==> config.mk <==
export PLATFORM = sky130hd
export DESIGN_NAME = w_ptr_and_full_flat
export DESIGN_NICKNAME = d
export VERILOG_FILES = /design/src/rtl/w_ptr_and_full_pkg.sv /design/src/rtl/w_ptr_and_full_if.sv /design/src/rtl/w_ptr_and_full_gray2bin.sv /design/src/rtl/w_ptr_and_full.sv /design/src/flat_wrapper.sv
export SDC_FILE = /design/constraint.sdc
export NUM_CORES = 1
export LEC_CHECK = 0
export ABC_AREA = 1
export CAP_MARGIN = 20
export CORE_ASPECT_RATIO = 0.8
export CORE_UTILIZATION = 45
export CTS_CLUSTER_DIAMETER = 80
export DETAILED_ROUTE_END_ITERATION = 16
export MAX_ROUTING_LAYER = met4
export PLACE_DENSITY = 0.8
export SLEW_MARGIN = 20
export SYNTH_ARGS = -nofsm -noshare
export SYNTH_HDL_FRONTEND = slang
export SYNTH_SLANG_ARGS = --single-unit
export TNS_END_PERCENT = 10
==> constraint.sdc <==
create_clock -name wr_clk -period 6.92 [get_ports wr_clk]
set_clock_uncertainty 0.05 [all_clocks]
set_input_delay 1.038 -clock wr_clk [delete_from_list [all_inputs] [get_ports wr_clk]]
set_output_delay 1.038 -clock wr_clk [all_outputs]
set_load 0.005 [all_outputs]
==> src/rtl/w_ptr_and_full_pkg.sv <==
// Shared defaults and pointer helpers for the async FIFO pointer blocks.
package w_ptr_and_full_pkg;

    localparam int ADDR_W_DEF    = 5;
    localparam int AF_MARGIN_DEF = 4;
    localparam int DEPTH_DEF     = 2 ** ADDR_W_DEF;
    localparam int PTR_W_DEF     = ADDR_W_DEF + 1;

    // Width-agnostic binary-to-gray; callers truncate to their pointer width.
    function automatic logic [31:0] bin2gray32(input logic [31:0] b);
        return b ^ (b >> 1);
    endfunction

endpackage

==> src/rtl/w_ptr_and_full_if.sv <==
// Write-side FIFO bus: producer request, synchronised read pointer and write-side status.
interface w_ptr_and_full_if
    import w_ptr_and_full_pkg::*;
#(
    parameter int ADDR_W = ADDR_W_DEF
);
    logic              wr_en;
    logic [ADDR_W:0]   wq2_rptr;
    logic              wr_inc;
    logic [ADDR_W-1:0] wr_addr;
    logic [ADDR_W:0]   wr_ptr;
    logic              full;
    logic              almost_full;
    logic [ADDR_W:0]   wr_level;
    logic              overflow;

    modport master (
        output wr_en, wq2_rptr,
        input  wr_inc, wr_addr, wr_ptr, full, almost_full, wr_level, overflow
    );

    modport slave (
        input  wr_en, wq2_rptr,
        output wr_inc, wr_addr, wr_ptr, full, almost_full, wr_level, overflow
    );
endinterface

==> src/rtl/w_ptr_and_full_gray2bin.sv <==
// Combinational gray-to-binary converter: each binary bit is the XOR of all gray bits at or above it.
module w_ptr_and_full_gray2bin #(
    parameter int W = 6
) (
    input  logic [W-1:0] gray,
    output logic [W-1:0] bin
);
    genvar gi;
    generate
        for (gi = 0; gi < W; gi++) begin : g_bit
            assign bin[gi] = ^gray[W-1:gi];
        end
    endgenerate
endmodule

==> src/rtl/w_ptr_and_full.sv <==
// Write-side pointer, full/almost_full and level logic of the async FIFO.
// Optional sticky overflow flag is built only when WPTR_OVERFLOW_EN is defined.
module w_ptr_and_full
    import w_ptr_and_full_pkg::*;
#(
    parameter int ADDR_W    = ADDR_W_DEF,
    parameter int AF_MARGIN = AF_MARGIN_DEF
) (
    input  logic              wr_clk,
    input  logic              wr_rst,
    w_ptr_and_full_if.slave   bus
);
    localparam int PTR_W = ADDR_W + 1;
    localparam int DEPTH = 2 ** ADDR_W;
    localparam logic [PTR_W-1:0] AF_LEVEL = PTR_W'(DEPTH - AF_MARGIN);

    logic [PTR_W-1:0] wbin_reg;
    logic [PTR_W-1:0] wr_ptr_reg;
    logic [PTR_W-1:0] wr_level_reg;
    logic             full_reg;
    logic             almost_full_reg;

    logic             wr_inc;
    logic [PTR_W-1:0] wbin_next;
    logic [PTR_W-1:0] wgray_next;
    logic [PTR_W-1:0] rbin;
    logic [PTR_W-1:0] level_next;
    logic [PTR_W-1:0] full_gray;

    w_ptr_and_full_gray2bin #(.W(PTR_W)) u_gray2bin (
        .gray (bus.wq2_rptr),
        .bin  (rbin)
    );

    // A write strobe during reset would land in RAM but never be counted, so suppress it.
    assign wr_inc     = bus.wr_en & ~full_reg & ~wr_rst;
    assign wbin_next  = wbin_reg + {{(PTR_W-1){1'b0}}, wr_inc};
    assign wgray_next = PTR_W'(bin2gray32(32'(wbin_next)));
    assign level_next = wbin_next - rbin;

    // Full when the write pointer has lapped the read pointer exactly once:
    // in gray that means the top two bits inverted, the rest equal.
    assign full_gray  = {~bus.wq2_rptr[ADDR_W:ADDR_W-1], bus.wq2_rptr[ADDR_W-2:0]};

    always_ff @(posedge wr_clk) begin
        if (wr_rst) begin
            wbin_reg        <= '0;
            wr_ptr_reg      <= '0;
            wr_level_reg    <= '0;
            full_reg        <= 1'b0;
            almost_full_reg <= 1'b0;
        end else begin
            wbin_reg        <= wbin_next;
            wr_ptr_reg      <= wgray_next;
            wr_level_reg    <= level_next;
            full_reg        <= (wgray_next == full_gray);
            almost_full_reg <= (level_next >= AF_LEVEL);
        end
    end

`ifdef WPTR_OVERFLOW_EN
    logic overflow_reg;

    always_ff @(posedge wr_clk) begin
        if (wr_rst) begin
            overflow_reg <= 1'b0;
        end else begin
            overflow_reg <= overflow_reg | (bus.wr_en & full_reg);
        end
    end

    assign bus.overflow = overflow_reg;
`else
    assign bus.overflow = 1'b0;
`endif

    assign bus.wr_inc      = wr_inc;
    assign bus.wr_addr     = wbin_reg[ADDR_W-1:0];
    assign bus.wr_ptr      = wr_ptr_reg;
    assign bus.full        = full_reg;
    assign bus.almost_full = almost_full_reg;
    assign bus.wr_level    = wr_level_reg;

endmodule

==> src/flat_wrapper.sv <==
// flat-port wrapper written by rule: the top's interface ports become plain ports
module w_ptr_and_full_flat import w_ptr_and_full_pkg::*;
#(
    parameter int ADDR_W    = ADDR_W_DEF,
    parameter int AF_MARGIN = AF_MARGIN_DEF
)
  (wr_clk, wr_rst, bus_wr_en, bus_wq2_rptr, bus_wr_inc, bus_wr_addr, bus_wr_ptr, bus_full, bus_almost_full, bus_wr_level, bus_overflow);
  w_ptr_and_full_if #(.ADDR_W(ADDR_W)) bus_i ();
  input  logic wr_clk;
  input  logic wr_rst;
  input wire logic [$bits(bus_i.wr_en)-1:0] bus_wr_en;
  input wire logic [$bits(bus_i.wq2_rptr)-1:0] bus_wq2_rptr;
  output wire logic [$bits(bus_i.wr_inc)-1:0] bus_wr_inc;
  output wire logic [$bits(bus_i.wr_addr)-1:0] bus_wr_addr;
  output wire logic [$bits(bus_i.wr_ptr)-1:0] bus_wr_ptr;
  output wire logic [$bits(bus_i.full)-1:0] bus_full;
  output wire logic [$bits(bus_i.almost_full)-1:0] bus_almost_full;
  output wire logic [$bits(bus_i.wr_level)-1:0] bus_wr_level;
  output wire logic [$bits(bus_i.overflow)-1:0] bus_overflow;
  assign bus_i.wr_en = bus_wr_en;
  assign bus_i.wq2_rptr = bus_wq2_rptr;
  assign bus_wr_inc = bus_i.wr_inc;
  assign bus_wr_addr = bus_i.wr_addr;
  assign bus_wr_ptr = bus_i.wr_ptr;
  assign bus_full = bus_i.full;
  assign bus_almost_full = bus_i.almost_full;
  assign bus_wr_level = bus_i.wr_level;
  assign bus_overflow = bus_i.overflow;
  w_ptr_and_full #(.ADDR_W(ADDR_W), .AF_MARGIN(AF_MARGIN)) u_core (.wr_clk(wr_clk), .wr_rst(wr_rst), .bus(bus_i));
endmodule
=== Word level (Yosys, flattened, before mapping) ===
Index checks and enable logic that the tools add are counted.

* Bits in registers: 20
* Input bits: 9

* Add/sub/neg operators: 2
* Magnitude comparators: 1
* Eq/ne operators: 1
* Bitwise gates (word level): 6
* Reduce and logical (&&, ||, !) cells: 5

{| class="wikitable"
|+ Operators with widths
! cell !! number
|-
| 6-bit by 1-bit adder with 6-bit output || 1
|-
| 6-bit equality test || 1
|-
| 6-bit by 5-bit greater-or-equal comparator with 1-bit output, second input constant || 1
|-
| 6-bit parity || 1
|-
| 6-bit subtractor || 1
|-
| 6-bit by 5-bit bitwise XOR with 6-bit output || 1
|-
| 5-bit parity || 1
|-
| 4-bit parity || 1
|-
| 3-bit parity || 1
|-
| 1-bit AND || 2
|-
| 1-bit NOT || 2
|-
| 2-bit NOT || 1
|-
| 2-bit parity || 1
|}

=== Logic depth before layout (Yosys ltp) ===
Gate-level depths: netlist of run 1.

* Word-level depth: 6
* Gate-level depth with buffers: 19
* Gate-level depth less buffers: 18

=== By module ===
A second synthesis of run 1 with hierarchy kept.

* Cell total of the unflattened synthesis: 200
* Area, all modules: 1305.0 um2

{| class="wikitable"
|+ Modules (own cells, without submodules)
! module !! instances !! cells an instance !! area each (um2)
|-
| w_ptr_and_full || 1 || 155 || 1112.3
|-
| w_ptr_and_full_gray2bin || 1 || 45 || 192.7
|}

=== Worst setup path before layout of run 1 ===
No wires, ideal clock.

* Path kind: input to register
* Start point: input wr_rst
* End point: register u_core.almost_full_reg, in the netlist u_core.bus.almost_full
* Setup time: 0.113 ns
* Data arrival time: 3.187 ns
* Path slack: 3.570 ns
* Stages on the path: 17
* Cell sequence: clkbuf_1 > inv_1 > nand2_1 > nor2_1 > ha_1 > ha_1 > nand2_1 > inv_2 > nand2_2 > xor2_2 > inv_1 > ha_1 > a21oi_1 > a21boi_1 > nand3_1 > nand2_1 > nand2_1

* Word-level cells in the longest chain between the ends: 5

{| class="wikitable"
|+ Ends and longest elaborated chain
! element !! line !! source
|-
| from (decl) || flat_wrapper.sv:10 || <nowiki>input logic wr_rst;</nowiki>
|-
| 1-bit NOT || w_ptr_and_full.sv:36 || <nowiki>assign wr_inc = bus.wr_en & ~full_reg & ~wr_rst;</nowiki>
|-
| 1-bit AND || w_ptr_and_full.sv:36 ||
|-
| named net bus_wr_inc || flat_wrapper.sv:13 || <nowiki>output wire logic [$bits(bus_i.wr_inc)-1:0] bus_wr_inc;</nowiki>
|-
| 6-bit by 1-bit adder with 6-bit output || w_ptr_and_full.sv:37 || <nowiki>assign wbin_next = wbin_reg + {{(PTR_W-1){1'b0}}, wr_inc};</nowiki>
|-
| named net u_core.wbin_next[4] || w_ptr_and_full.sv:24 || <nowiki>logic [PTR_W-1:0] wbin_next;</nowiki>
|-
| 6-bit subtractor || w_ptr_and_full.sv:39 || <nowiki>assign level_next = wbin_next - rbin;</nowiki>
|-
| 6-bit by 5-bit greater-or-equal comparator with 1-bit output || w_ptr_and_full.sv:57 || <nowiki>almost_full_reg <= (level_next >= AF_LEVEL);</nowiki>
|-
| to (signal assigned) || w_ptr_and_full.sv:57 ||
|-
| to (decl) || w_ptr_and_full.sv:21 || <nowiki>logic almost_full_reg;</nowiki>
|}

The timed path passes the listed nets, and every way through them passes these cells.
A chain may end at the register's enable or synchronous reset.

=== Worst setup path in the final report of run 1 ===
* Start point: input wr_rst
* End point: register u_core.almost_full_reg, in the netlist u_core.bus.almost_full

* Word-level cells in the longest chain between the ends: 5

{| class="wikitable"
|+ Ends and longest elaborated chain
! element !! line
|-
| 1-bit NOT || w_ptr_and_full.sv:36
|-
| 1-bit AND || w_ptr_and_full.sv:36
|-
| 6-bit by 1-bit adder with 6-bit output || w_ptr_and_full.sv:37
|-
| named net u_core.wbin_next[4] || w_ptr_and_full.sv:24
|-
| 6-bit subtractor || w_ptr_and_full.sv:39
|-
| 6-bit by 5-bit greater-or-equal comparator with 1-bit output || w_ptr_and_full.sv:57
|}

The timed path passes the listed nets, and every way through them passes these cells.

==> results.md, run 1 <==
- Status: finished clean
- Hold Path Class: register to register
- Clock-pin transition on the worst setup and hold timing paths: 100 ps
- Initial core utilization: 0.4803
- Reg power frac: 0.472
- WHS: 506.9 ps
- Nets@finish: 204
- Setup CP Type: primary input to register
- Cell Rows: 16
- Vias in the first global route: 944
- Power share of the combinational group: 0.309
- Tmin final: 4041 ps
- I/O Buffers: 28
- Area leader, netlist: dfxtp_1
- Cell mode on critical path: nand2_1
- Worst-Skew Late Latency: 290 ps
- Synth-to-layout area growth: 28.23%
- Total design power: 253.4 uW
- Power per cell area: 165.7 nW/um^2
- Post-cts resize count: 0
- Global-route wire length before repair: 3912 um
- Placed cell count: 218
- Top post-synthesis cells by area: dfxtp_1, nand2_1, ha_1
- Initial DRC Count: 34
- Psw: 76.94 uW
- Post-synth top area share: 0.3190
- Async set-or-reset flop fraction in the synthesized netlist: 0
- Reg area: 380.4 um^2
- Switching Share: 0.3037
- Placed Area: 1503 um^2
- IO Count: 30
- Routed wire length: 2434 um
- Postcts setup bufs: 0
- GRT overflow: 0
- Remaining DRCs: 0
- Slowest-stage cell, CP: clkdlybuf4s50_1
- Syn Inst Count: 157
- Post-route ant nets: 0
- Dpl hpwl: 2000 um
- Setup_tns: 0 ps
- Clk buf depth: 2
- CP Launch Point: wr_rst
- Die Ht: 48.04 um
- Syn_area_per_cell: 7.595 um^2
- Max-slew violation count: 0
- Worst reg-to-reg setup slack: 4340 ps
- Synthesized area: 1192 um^2
- Synth cell types: 25
- Most common library cells after synthesis: nand2_1, nor2_1, dfxtp_1, inv_1, xor2_1
- CTS H-tree depth: 1
- Final worst path period share: 0.5839
- Maximum vdd drop: 0.05697 mV
- CP required: 7070 ps
- Most frequent cell after synthesis: nand2_1
- Post-synthesis sequential area ratio: 0.3190
- Max-Slew Margin vs Limit: 0.6079
- Post-synth EDFFs: 0
- Cells along the critical path: clkdlybuf4s50_1, inv_1, nand2_1, nor2_1, ha_1, ha_1, nand2_1, inv_2, nand2_2, xor2_2, inv_1, ha_1, a21oi_1, a21boi_1, nand3_1, nand2_1, nand2_1
- CP bufs+invs: 4
- Vias: 1034
- Static Leak: 0.0007314 uW
- Ys Warns: 0
- Worst setup endpoint: u_core.bus.almost_full
- CP Max Fanout: 16
- Largest net degree at the start of global routing: 17
- Die W: 59.55 um
- Internal power: 176.4 uW
- Maxcap violations: 0
- Fin area: 1529 um^2
- Clock network power share: 0.219
- Ant diodes: 0
- Worst Reg-to-Reg Cells: 14
- Number of fillers in the final layout: 219
- Tot GR Track Use: 0.1930
- Critical R2R Launch: u_core.bus.full
- Synthesized flop and latch total: 19
- Total CTS buffers: 3
- Final Setup Violations: 0
- Final Hold Viols: 0
- Fin cells: 222
- # clock sinks: 19
- Via/cell ratio: 4.658
- RSZ-0062 raised after global routing: false
- Placer Congestion: 0.8661
- Max incr delay on CP: 710 ps
- Core area: 2482 um^2
- DR WL/cell: 10.96 um
- Max frequency: 247.5 MHz
- Hold buffer count at CTS: 0
- Critical Path End Type: register
- Multi-input gate area: 706.9 um^2
- Slew @ Worst Pin: 586.3 ps
- Share of layout cells above drive strength 1: 0.1559
- WP data arrival: 4190 ps
- CTS root buf: clkbuf_4
- Most common flop cell mapped by yosys: dfxtp_1
- Worst flop-to-flop path endpoint: u_core.bus.almost_full
- TritonCTS clock tree: yes
- Critical path launch point type: primary input
- Initial antenna violation count: 0
- Synth Net Count: 174
- Die Area: 2861 um^2
- WP depth: 17
- Drt pass-1 iters: 6
- CP top delay family: buffers and inverters
[how the worst min path moves through the flow]
stage                     cells past startpoint            endpoint  slack (ps)               start
after detailed placement                      2  u_core.wbin_reg[3]         500  u_core.wbin_reg[3]
after CTS                                     2  u_core.wbin_reg[3]         510  u_core.wbin_reg[3]
after global routing                          2  u_core.wbin_reg[3]         540  u_core.wbin_reg[3]
final                                         2  u_core.wbin_reg[3]         510  u_core.wbin_reg[3]
after global placement                        2  u_core.wbin_reg[3]         480  u_core.wbin_reg[3]
after floorplan                               2  u_core.wbin_reg[3]         470  u_core.wbin_reg[3]
[power groups by stage]
stage,Sequential (uW),Combinational [uW],Clock (uW)
floorplan,123,46.2,0
global placement,122,75.6,0
detailed placement,122,77.7,0
CTS,120,78.6,57.8
global route,121,87.9,61.1
finish,120,78.3,55.5
[per-layer routing]
metal,part of all wire,track usage
met5,0,-
met4,0.0078,0.06977
met3,0.043,0.02432
met2,0.49,0.3461
met1,0.46,0.2263
[cell type report]
type	count	share of cell area
clock buffers	4	0.01718
inverters	24	0.05892
multi-input cells	111	0.4624
flip-flops and latches	19	0.2488
well taps	36	0.02946
repair buffers	28	0.1833
[kinds of logic after synthesis]
kind of cell | Yosys count | share of synthesized area
AO/OA/AOI/OAI | 9 | 0.04301
XOR/XNOR | 16 | 0.1301
adder cells (fa/ha/maj) | 8 | 0.08395
buffers and inverters | 27 | 0.08815
flip-flops | 19 | 0.3190
other | 1 | 0.003145
AND/OR/NAND/NOR | 77 | 0.3326
[through the flow]
stage	setup WS (ps)	util
finish	2879	0.6159
global route	2699	0.6159
CTS	2927	0.6159
detailed placement	2602	0.6053
global placement	2780	0.6053
floorplan	3570	-
[worst reg2reg max path, delay by kind of cell, from the launching register on]
kind,cells,cell delay (ps)
flops,1,330
compound gates,2,400
fa+ha+maj,3,750
buf+inv,2,160
xor+xnor,1,230
simple gates,6,560
[layout by cell type, fill, tap and decap left out, types with 2 or more instances in the layout]
cell              n
dfxtp_1          19
xor2_2            2
nand3_2           6
xnor2_1           3
clkdlybuf4s50_1  28
nand3_1           7
inv_1            19
inv_2             5
xor2_1           11
ha_1              8
nor2_1           21
nand4_1           2
nand2_4           3
a21oi_1           5
nand2_1          27
clkbuf_4          3
nand2_2           8
Power figures use the tool's default switching activity.
==> run 2, diff against run 1 <==
- clock period: 6.92 -> 4.05 ns (I/O delays scaled with it)
==> results.md, run 2 (synthesized netlist as in run 1, its figures left out) <==
- Post-layout util: 0.6190 (+0.003025)
- Post-cts resize count: 0 (unchanged)
- Tmin final: 3144 ps
- Postcts setup bufs: 0 (unchanged)
- WP data arrival: 3300 ps (-890 ps)
- Vias: 1046 (+1.2%)
- Initial DRC Count: 34 (unchanged)
- Initial core utilization: 0.4803 (unchanged)
- Via/cell ratio: 4.691 (+0.71%)
- Max incr delay on CP: 430 ps (-280 ps)
- # clock sinks: 19 (unchanged)
- CP Max Fanout: 5 (-11)
- Hold Path Class: register to register
- I/O Buffers: 28 (unchanged)
- Maximum vdd drop: 0.1526 mV (+170%)
- Setup_tns: 0 ps (unchanged)
- Cells along the critical path: clkdlybuf4s50_1, inv_1, nand2_1, nor2_1, ha_1, ha_1, nand2_1, inv_2, nand2_2, xor2_2, inv_1, ha_1, a21oi_1, a21boi_1, nand3_1, nand2_1, nand2_1
- Slowest-stage cell, CP: clkdlybuf4s50_1
- Max-slew violation count: 0 (unchanged)
- Final worst path period share: 0.7762
- Drt pass-1 iters: 4 (-2)
- DR WL/cell: 10.90 um (-0.57%)
- Nets@finish: 205 (+0.49%)
- Die Area: 2861 um^2 (unchanged)
- Die Ht: 48.04 um (unchanged)
- Clk buf depth: 2 (unchanged)
- Vias in the first global route: 868 (-8.1%)
- Ant diodes: 0 (unchanged)
- Critical path launch point type: primary input
- Critical Path End Type: register
- Post-place setup slack: 585.0 ps (-2017 ps)
- Total design power: 438.2 uW (+73%)
- IO Count: 30 (unchanged)
- Tot GR Track Use: 0.1832 (-0.009790)
- RSZ-0062 raised after global routing: false
- Die W: 59.55 um (unchanged)
- Share of layout cells above drive strength 1: 0.1604 (+0.004514)
- Static Leak: 0.0007362 uW (+0.66%)
- Global-route wire length before repair: 3712 um (-5.1%)
- Routed wire length: 2431 um (-0.12%)
- Max frequency: 318.1 MHz
- CTS H-tree depth: 1 (unchanged)
- CP required: 4210 ps (-2860 ps)
- Cell Rows: 16 (unchanged)
- TritonCTS clock tree: yes
- Status: finished clean
- Setup CP Type: primary input to register
- Worst-Skew Late Latency: 310 ps (+20 ps)
- Final Hold Viols: 0 (unchanged)
- Most frequent cells in the layout: clkdlybuf4s50_1, nand2_1, nor2_1
- Initial antenna violation count: 0 (unchanged)
- Post-route ant nets: 0 (unchanged)
- Final WS setup: 906.4 ps (-1973 ps)
- Placer Congestion: 0.7998 (-7.7%)
- Synth-to-layout area growth: 28.86%
- Maxcap violations: 0 (unchanged)
- Dpl hpwl: 1994 um (-0.28%)
- CTS root buf: clkbuf_4
- Clock-pin transition on the worst setup and hold timing paths: 110 ps (about the same)
- Most common cell after layout, fill and taps aside: clkdlybuf4s50_1
- Remaining DRCs: 0 (unchanged)
- GRT overflow: 0 (unchanged)
- Power per cell area: 285.2 nW/um^2 (+72%)
- Cell mode on critical path: nand2_1
- Total CTS buffers: 3 (unchanged)
- Hold buffer count at CTS: 0 (unchanged)
- Largest net degree at the start of global routing: 16 (-1)
- Final Setup Violations: 0 (unchanged)
- Core area: 2482 um^2 (unchanged)
==> run 2: cell count changes in the layout (fill, tap and decap cells not counted) <==
| cell | delta |
|---|---|
| buf_4 | +1 |
==> run 2: final cells by class <==
class	instances	area, um^2
Fill cell	241	945.9
Inverter	24	90.09
Clock buffer	4	26.28
Timing Repair Buffer	29	287.8
Multi-Input combinational cell	111	706.9
Sequential cell	19	380.4
Tap cell	36	45.04
==> run 2: critical path, delay by kind of cell <==
family	cells	cell delay, ps
buffers and inverters	4	720
AOI/OAI and AO/OA	2	390
and+or+nand+nor	7	610
adders and majority gates	3	740
xor gates and xnor gates	1	240
==> run 2: path summary, 6_finish.rpt <==
check	from	slack (ps)	cells past startpoint	to
worst min register to register	u_core.wbin_reg[3]	530	2	u_core.wbin_reg[3]
worst max register to register	u_core.bus.full	1480	14	u_core.bus.almost_full
worst min-delay path	u_core.wbin_reg[3]	530	2	u_core.wbin_reg[3]
worst max-delay path	wr_rst	910	17	u_core.bus.almost_full
==> run 2: where the power goes <==
group          switching, uW  internal [uW]
clock                   62.4           38.5
sequential              4.09            200
combinational           69.7           63.2
total                    136            302
==> run 2: metal layers <==
| metal | part of all wire | wire (um) | track usage | up-vias |
|---|---|---|---|---|
| met5 | 0 | 0 | - | - |
| met4 | 0.016 | 38 | 0.07907 | 0 |
| met3 | 0.044 | 107 | 0.04595 | 6 |
| met2 | 0.47 | 1153 | 0.2944 | 35 |
| met1 | 0.47 | 1132 | 0.2212 | 467 |
| li1 | - | - | - | 538 |
==> run 2: metrics by stage <==
step / cell area, um^2 / hold slack, ps / cells
2_1_floorplan: 1192 / 470.2 / 157
3_3_place_gp: 1510 / 482.2 / 219
3_5_place_dp: 1510 / 509.8 / 219
4_1_cts: 1536 / 528.2 / 223
5_1_grt: 1536 / 562.0 / 223
6_report: 1536 / 529.4 / 223
